### src/rtl/mem_lsu_pkg.sv
// Shared load/store unit definitions: RV32I funct3 codes, access size enum,
// store byte-mask generation, store-lane replication and load alignment helpers.
package mem_lsu_pkg;

    localparam logic [2:0] F3_B  = 3'd0;
    localparam logic [2:0] F3_H  = 3'd1;
    localparam logic [2:0] F3_W  = 3'd2;
    localparam logic [2:0] F3_BU = 3'd4;
    localparam logic [2:0] F3_HU = 3'd5;

    typedef enum logic [1:0] {
        SZ_B = 2'd0,
        SZ_H = 2'd1,
        SZ_W = 2'd2
    } lsu_size_e;

    function automatic lsu_size_e size_of(input logic [2:0] funct3);
        case (funct3[1:0])
            2'd0:    return SZ_B;
            2'd1:    return SZ_H;
            default: return SZ_W;
        endcase
    endfunction

    function automatic logic is_misaligned(input lsu_size_e size, input logic [1:0] off);
        case (size)
            SZ_B:    return 1'b0;
            SZ_H:    return off[0];
            default: return off != 2'd0;
        endcase
    endfunction

    function automatic logic [3:0] wmask_gen(input lsu_size_e size, input logic [1:0] off);
        case (size)
            SZ_B:    return 4'b0001 << off;
            SZ_H:    return 4'b0011 << off;
            default: return 4'b1111;
        endcase
    endfunction

    // Replicate the store operand across all lanes so the byte mask alone picks the target lane.
    function automatic logic [31:0] store_rep(input lsu_size_e size, input logic [31:0] data);
        case (size)
            SZ_B:    return {4{data[7:0]}};
            SZ_H:    return {2{data[15:0]}};
            default: return data;
        endcase
    endfunction

    function automatic logic [31:0] load_align(input logic [31:0] word, input logic [1:0] off,
                                               input logic [2:0] funct3);
        logic [31:0] lane;
        lane = word >> {off, 3'b000};
        case (funct3)
            F3_B:    return {{24{lane[7]}}, lane[7:0]};
            F3_H:    return {{16{lane[15]}}, lane[15:0]};
            F3_BU:   return {24'd0, lane[7:0]};
            F3_HU:   return {16'd0, lane[15:0]};
            default: return word;
        endcase
    endfunction

endpackage

### src/rtl/dmem_bank.sv
// Byte-lane data memory: active-low chip select / write enable, per-lane write mask,
// one-cycle registered read, output holds when deselected or writing.
module dmem_bank #(
    parameter int ADDR_WIDTH = 5
) (
    input  logic                  clk,
    input  logic                  csb,
    input  logic                  web,
    input  logic [3:0]            wmask,
    input  logic [ADDR_WIDTH-1:0] addr,
    input  logic [31:0]           din,
    output logic [31:0]           dout
);

    localparam int DEPTH = 2 ** ADDR_WIDTH;

    generate
        for (genvar gi = 0; gi < 4; gi++) begin : g_lane
            logic [7:0] mem_lane [DEPTH];
            logic [7:0] q_reg;

            always_ff @(posedge clk) begin
                if (!csb && !web && wmask[gi]) begin
                    mem_lane[addr] <= din[gi*8 +: 8];
                end else if (!csb && web) begin
                    q_reg <= mem_lane[addr];
                end
            end

            assign dout[gi*8 +: 8] = q_reg;
        end
    endgenerate

endmodule

### src/rtl/mem_stage_lsu.sv
// M->W pipeline stage with byte-addressable data memory port for RV32I loads/stores.
// Define MEM_ACCESS_FAULT_EN to flag accesses beyond the memory range as faults.
module mem_stage_lsu
    import mem_lsu_pkg::*;
#(
    parameter int ADDR_WIDTH = 5,
    parameter int XLEN       = 32
) (
    input  logic            clk,
    input  logic            rst_n,
    input  logic            stallW,
    input  logic            flushW,
    input  logic            validM,
    input  logic            reg_wrM,
    input  logic [1:0]      result_srcM,
    input  logic            mem_wrM,
    input  logic            mem_rdM,
    input  logic [2:0]      funct3M,
    input  logic [XLEN-1:0] ALU_resultM,
    input  logic [XLEN-1:0] wr_dataM,
    input  logic [XLEN-1:0] PCp4M,
    input  logic [4:0]      rdM,
    output logic            validW,
    output logic            reg_wrW,
    output logic [1:0]      result_srcW,
    output logic [XLEN-1:0] ALU_resultW,
    output logic [XLEN-1:0] PCp4W,
    output logic [4:0]      rdW,
    output logic [XLEN-1:0] rd_dataW,
    output logic            misalignW,
    output logic            faultW
);

    lsu_size_e       size_m;
    logic [1:0]      off_m;
    logic            access_m;
    logic            misalign_m;
    logic            fault_m;
    logic            we_m;
    logic            reg_wr_next;
    logic [XLEN-1:0] dout;

    logic            valid_reg;
    logic            reg_wr_reg;
    logic            misalign_reg;
    logic            fault_reg;
    logic            load_reg;
    logic [1:0]      result_src_reg;
    logic [XLEN-1:0] alu_result_reg;
    logic [XLEN-1:0] pcp4_reg;
    logic [4:0]      rd_reg;
    logic [1:0]      off_reg;
    logic [2:0]      funct3_reg;

    assign size_m     = size_of(funct3M);
    assign off_m      = ALU_resultM[1:0];
    assign access_m   = validM & (mem_rdM | mem_wrM);
    assign misalign_m = access_m & is_misaligned(size_m, off_m);

`ifdef MEM_ACCESS_FAULT_EN
    assign fault_m = access_m & (|ALU_resultM[XLEN-1:ADDR_WIDTH+2]);
`else
    assign fault_m = 1'b0;
`endif

    // rst_n gates the write so a store caught by reset never commits.
    assign we_m = validM & mem_wrM & ~stallW & ~flushW & ~misalign_m & ~fault_m & rst_n;
    assign reg_wr_next = reg_wrM & ~(mem_rdM & misalign_m) & ~fault_m;

    dmem_bank #(
        .ADDR_WIDTH(ADDR_WIDTH)
    ) u_dmem (
        .clk  (clk),
        .csb  (stallW),
        .web  (~we_m),
        .wmask(wmask_gen(size_m, off_m)),
        .addr (ALU_resultM[ADDR_WIDTH+1:2]),
        .din  (store_rep(size_m, wr_dataM)),
        .dout (dout)
    );

    always_ff @(posedge clk or negedge rst_n) begin
        if (!rst_n) begin
            valid_reg      <= 1'b0;
            reg_wr_reg     <= 1'b0;
            misalign_reg   <= 1'b0;
            fault_reg      <= 1'b0;
            load_reg       <= 1'b0;
            result_src_reg <= '0;
            alu_result_reg <= '0;
            pcp4_reg       <= '0;
            rd_reg         <= '0;
            off_reg        <= '0;
            funct3_reg     <= '0;
        end else begin
            if (flushW) begin
                valid_reg    <= 1'b0;
                reg_wr_reg   <= 1'b0;
                misalign_reg <= 1'b0;
                fault_reg    <= 1'b0;
                load_reg     <= 1'b0;
            end else if (!stallW) begin
                valid_reg    <= validM;
                reg_wr_reg   <= reg_wr_next;
                misalign_reg <= misalign_m;
                fault_reg    <= fault_m;
                load_reg     <= validM & mem_rdM;
            end
            if (!stallW) begin
                result_src_reg <= result_srcM;
                alu_result_reg <= ALU_resultM;
                pcp4_reg       <= PCp4M;
                rd_reg         <= rdM;
                off_reg        <= off_m;
                funct3_reg     <= funct3M;
            end
        end
    end

    assign validW      = valid_reg;
    assign reg_wrW     = reg_wr_reg;
    assign result_srcW = result_src_reg;
    assign ALU_resultW = alu_result_reg;
    assign PCp4W       = pcp4_reg;
    assign rdW         = rd_reg;
    assign misalignW   = misalign_reg;
    assign faultW      = fault_reg;
    assign rd_dataW    = (valid_reg & load_reg & ~misalign_reg & ~fault_reg)
                         ? load_align(dout, off_reg, funct3_reg) : '0;

endmodule
### config.mk
export PLATFORM = sky130hd
export DESIGN_NAME = mem_stage_lsu
export DESIGN_NICKNAME = d
export VERILOG_FILES = /design/src/rtl/mem_lsu_pkg.sv /design/src/rtl/dmem_bank.sv /design/src/rtl/mem_stage_lsu.sv
export SDC_FILE = /design/constraint.sdc
export NUM_CORES = 1
export LEC_CHECK = 0
export CAP_MARGIN = 10
export CORE_UTILIZATION = 55
export DETAILED_ROUTE_END_ITERATION = 12
export DONT_BUFFER_PORTS = 1
export PLACE_DENSITY = 0.67
export SYNTH_ARGS = -nofsm -noshare
export SYNTH_HDL_FRONTEND = slang
export SYNTH_SLANG_ARGS = --single-unit
### constraint.sdc
create_clock -name clk -period 5.4 [get_ports clk]
set_input_delay 1.08 -clock clk [delete_from_list [all_inputs] [get_ports clk]]
set_output_delay 1.08 -clock clk [all_outputs]
set_load 0.05 [all_outputs]
* Yosys cells after proc, flatten, opt, wreduce, memory -nomap -nowiden *
Memory sizes are Yosys's and may differ from the RTL's. A register that Yosys moved wholly into a read port is not among the register bits.
Index checks and enable logic that the tools add are counted.

storage, ports and cells
  bits in registers = 81
  RAM bits = 1,024
  bits of input ports = 114
  output and inout bits = 107
  word-level logic and storage cells = 88
  memories = 4

memory list
  memory                     depth  width  read ports  clocked after memory_dff  write ports  RTL line         text
  u_dmem.g_lane[0].mem_lane  32     8      1           1                         1            dmem_bank.sv:19  logic [7:0] mem_lane [DEPTH];
  u_dmem.g_lane[1].mem_lane  32     8      1           1                         1            dmem_bank.sv:19
  u_dmem.g_lane[2].mem_lane  32     8      1           1                         1            dmem_bank.sv:19
  u_dmem.g_lane[3].mem_lane  32     8      1           1                         1            dmem_bank.sv:19

cells by class
  equality and inequality tests = 6
  shift operators = 3
  muxes and demuxes = 24
  bitwise logic cells = 25
  reduce and logical (&&, ||, !) cells = 15

operators by type and width
  kind                                              number
  one-hot mux 32 bit (4 select lines)               1
  one-hot mux 32 bit (2 select lines)               1
  two-way mux 32 bit                                1
  >> shifter 32 x 5 -> 16 bit                       1
  two-way mux 1 bit                                 18
  bitwise AND 1 bit                                 13
  NOT 1 bit                                         11
  one-hot mux 4 bit (2 select lines)                1
  AND reduction 2 bit                               4
  == test 3 bit (second input constant)             2
  logical AND 1 bit                                 6
  == test 2 x 1 -> 1 bit (second input constant)    2
  logical NOT 2 bit                                 2
  one-hot mux 2 bit (2 select lines)                1
  << shifter 1 x 2 -> 4 bit (first input constant)  1
  << shifter 2 x 2 -> 4 bit (first input constant)  1
  == test 3 x 1 -> 1 bit (second input constant)    1
  logical NOT 3 bit                                 1
  != test 2 x 1 -> 1 bit (second input constant)    1
  one-hot mux 1 bit (2 select lines)                1
  nonzero test 2 bit                                1
  logical NOT 1 bit                                 1
  bitwise OR 1 bit                                  1

* Logic depth before layout (Yosys ltp) *
  depth after elaboration = 12
  gate-level depth with buffers = 8
  depth with buffers taken out = 4

* Modules after synthesis *
A second synthesis with hierarchy kept.

unflattened totals
  cells, all modules = 2,625
  area, all modules = 44,744.2 sq um

modules (own cells, without submodules)
  module         times used  cells an instance  area each (sq um)  seq. area each (sq um)
  dmem_bank      1           2,256              40,548.9           31,710.4
  mem_stage_lsu  1           369                4,195.3            1,951.9

* Worst setup path before layout *
OpenSTA, ideal clock, no wires.

  kind = register -> output
  start point = register valid_reg (netlist: validW)
  end point = output rd_dataW[21]
  arrival = 2.667 ns
  required time = 4.320 ns
  slack = 1.653 ns
  cell stages (with the launch flop) = 5
  path buffers = 1
  path through = dfrtp_1 nand3b_1 or3_1 clkbuf_1 o21ai_0

between the ends
  word-level cells in the longest chain between the ends = 4

ends and longest elaborated chain
  element                          RTL line              text
  start, declared                  mem_stage_lsu.sv:43   logic valid_reg;
  start signal, assigned           mem_stage_lsu.sv:103  valid_reg <= validM;
  bitwise AND 1 bit (3 in series)  mem_stage_lsu.sv:128  assign rd_dataW = (valid_reg & load_reg & ~misalign_reg & ~fault_reg)
  two-way mux 32 bit               mem_stage_lsu.sv:129  ? load_align(dout, off_reg, funct3_reg) : '0;
  end, declared                    mem_stage_lsu.sv:29   output logic [XLEN-1:0] rd_dataW,

Every way passes these cells.

* Worst setup path in the final report *
  start point = register valid_reg (netlist: validW)
  end point = output rd_dataW[20]

Same word-level chain as after synthesis.

==> impl_metrics.toml <==
[yosys]
ys_warn_count = 0
synthTopCellsByArea = "edfxtp_1, mux2i_1, dfrtp_1"
synth_cell_type_count = 45
syn_area_um2 = 44600
synth.most_common_cell = "edfxtp_1"
ys_ff_latch = 1134
synthCells = 2618
synth.top_cell.area_share_pct = 71.0
synth.net_count = 2732
yosysTopAreaCell = "edfxtp_1"
synthArstFlopShare_pct = 6.88
yosys-top-cells-count = "edfxtp_1, mux2i_1, o22ai_1"
synth_enable_flop_cells = 1056
synth.avg_cell_area_um2 = 17.0
ys.flop_type = "edfxtp_1"
synth_seq_area_share_pct = 75.4

[grt]
grt_overflow = 0
grtUsageTotal_pct = 28.9
grt_pass1_vias = 23543
grt_max_degree = 518
antenna_found_initial = 6
grt_pass1_wl_um = 168000

[drt]
postRouteAntennaNets = 0
drt_iter0_drc = 3466
drt_first_pass_iters = 7
drt-wirelength-per-cell_um = 32.0
drt_wl_total_um = 120000
vias_per_cell = 6.49
vias = 24377
drc = 0

[sta]
post-route-period-util_pct = 83.3
worst-slew-pin-transition_ps = 2540
max_freq_mhz = 222
hold_viol_final = 0
whs_ps = 102
skew_ps = 25.9
setup_tns_ps = 0
setup_viol = 0
layout_min_cycle_time_ps = 4500
fin_ws_ps = 900
finalMaxSlewViolations = 266
rsz0062_at_grt = "no"
max_slew_margin_pct = -69.2

[place]
io_buffers = 0
place.gp.congestion = 0.911
pre_cts_slack_ps = 1600
hpwl_um = 75500
placed_cells = 3550

[setup_path]
required_ps = 4320
endpoint_kind = "output pin"
rrSetupSlack_ps = 3450
worstSetupPathType = "reg -> out"
arrival_ps = 3420
cp_max_fo = 16
cp-start-kind = "flip-flop"

[cts]
cts_tree = "yes"
cts_sinks = 1134
cts_resized = 0
clock_latency_ps = 680
cts_setup_buffers = 0
clockRootBuffer = "clkbuf_16"
clk_pin_slew_worst_paths_ps = 60
hold_buffers = 0
h-tree-depth = 3
clk_path_buf_depth = 3
cts_made_buffers = 111

[finish]
fill_cells = 5731
nets = 2717
largest_register_ffs = 1024
utilization_pct = 61.1
multi_input_area_um2 = 10200
layoutNonFillerInstCount = 3758
diodes = 0
drive_gt1_share_pct = 12.3
top_register = "u_dmem.g_lane.mem_lane"
synthToLayoutAreaGrowth_pct = 10.1
ff_latch_area_um2 = 33700

[power_and_ir_drop]
p_comb_share_pct = 4.2
p_leak_nw = 16.9
power_switching_w = 0.00404
p_per_area_nw_per_um2 = 376
switching_share_pct = 21.8
power.internal_w = 0.0144
vdd_drop_max_uv = 294
p_seq_share_pct = 54.5
pwr-share-clk_pct = 41.3

[die]
start_util_pct = 55.5
die_y_um = 287
die-width_um = 287
rows = 104
dieArea_um2 = 82300
pin_count = 221
core_um2 = 80400

[run_status]
status = "finished, violations left"
violations = "max-slew violations"

[worst_hold_path]
hold_path.class = "in -> async"

[flow_run]
drv_cap = 0
-- power groups by stage --
stage | logic (W) | registers, W | clock network, W
global placement | 0.000725 | 0.0102 | 0
CTS | 0.000743 | 0.0101 | 0.00768
detailed placement | 0.000740 | 0.0102 | 0
finish | 0.000782 | 0.0101 | 0.00763
global route | 0.000795 | 0.0101 | 0.00800
floorplan | 0.000576 | 0.0102 | 0
-- cells in the final DEF (no fill, tap or decap), types with 9 or more instances in the layout --
cell	netlist	layout
clkinv_1	0	15
dfrtp_1	78	78
clkinv_2	0	29
o22ai_1	257	257
buf_4	8	37
inv_1	10	10
nand2_1	89	89
clkbuf_1	46	23
o21ai_1	3	16
bufinv_16	0	9
mux2i_1	531	531
nor2_1	155	154
o21ai_2	0	11
nor4_1	64	64
edfxtp_1	1056	1056
clkbuf_16	0	114
mux2_2	91	91
a21oi_1	13	13
-- kinds of logic (layout without fill, tap and decap cells) --
group                  Yosys count  in the layout  share of synthesized area (%)
AND/OR/NAND/NOR                359            359                           3.83
other                            1              1                        0.00840
AO/OA/AOI/OAI                  326            326                           4.59
multiplexers                   622            622                           14.2
buffers and inverters          176            256                           1.95
flip-flops                    1134           1134                           75.4
-- per-stage QoR --
stage | power (W) | instance area (um^2)
5_1_grt | 0.0189 | 49100
2_1_floorplan | 0.0108 | 44600
3_3_place_gp | 0.0110 | 45500
6_report | 0.0185 | 49100
4_1_cts | 0.0185 | 49100
3_5_place_dp | 0.0110 | 45500
-- area by class of cell --
class	count	area share, %
Timing Repair Buffer	38	0.606
Clock buffer	144	6.18
Sequential cell	1134	68.5
Multi-Input combinational cell	1308	20.8
Tap cell	1060	2.70
Inverter	10	0.0764
Clock inverter	64	1.16
-- worst paths after layout --
path / start / end / depth (start not counted)
max: validW / rd_dataW[20] / 3
min: rst_n / PCp4W[13] / 0
max reg2reg: u_dmem.g_lane[0].mem_lane[7][5] / u_dmem.g_lane[0].q_reg[5] / 4
min reg2reg: load_reg / load_reg / 2
max in group asynchronous: rst_n / PCp4W[11] / 0
min in group clk: flushW / misalignW / 1
-- per-layer routing --
| metal | up-vias | track usage (%) | wire length (um) |
|---|---|---|---|
| met5 | - | 0 | 47 |
| met4 | 8 | 8.14 | 3600 |
| met1 | 12275 | 40.1 | 46200 |
| li1 | 10310 | - | - |
| met3 | 224 | 6.89 | 13900 |
| met2 | 1560 | 46.1 | 56300 |
-- critical path, stage by stage, from the launching register on --
cell and delay (ps):
dfrtp_1 680, nand3b_1 460, or3_1 710, o21ai_1 910
(Power assumes the default switching activity.)
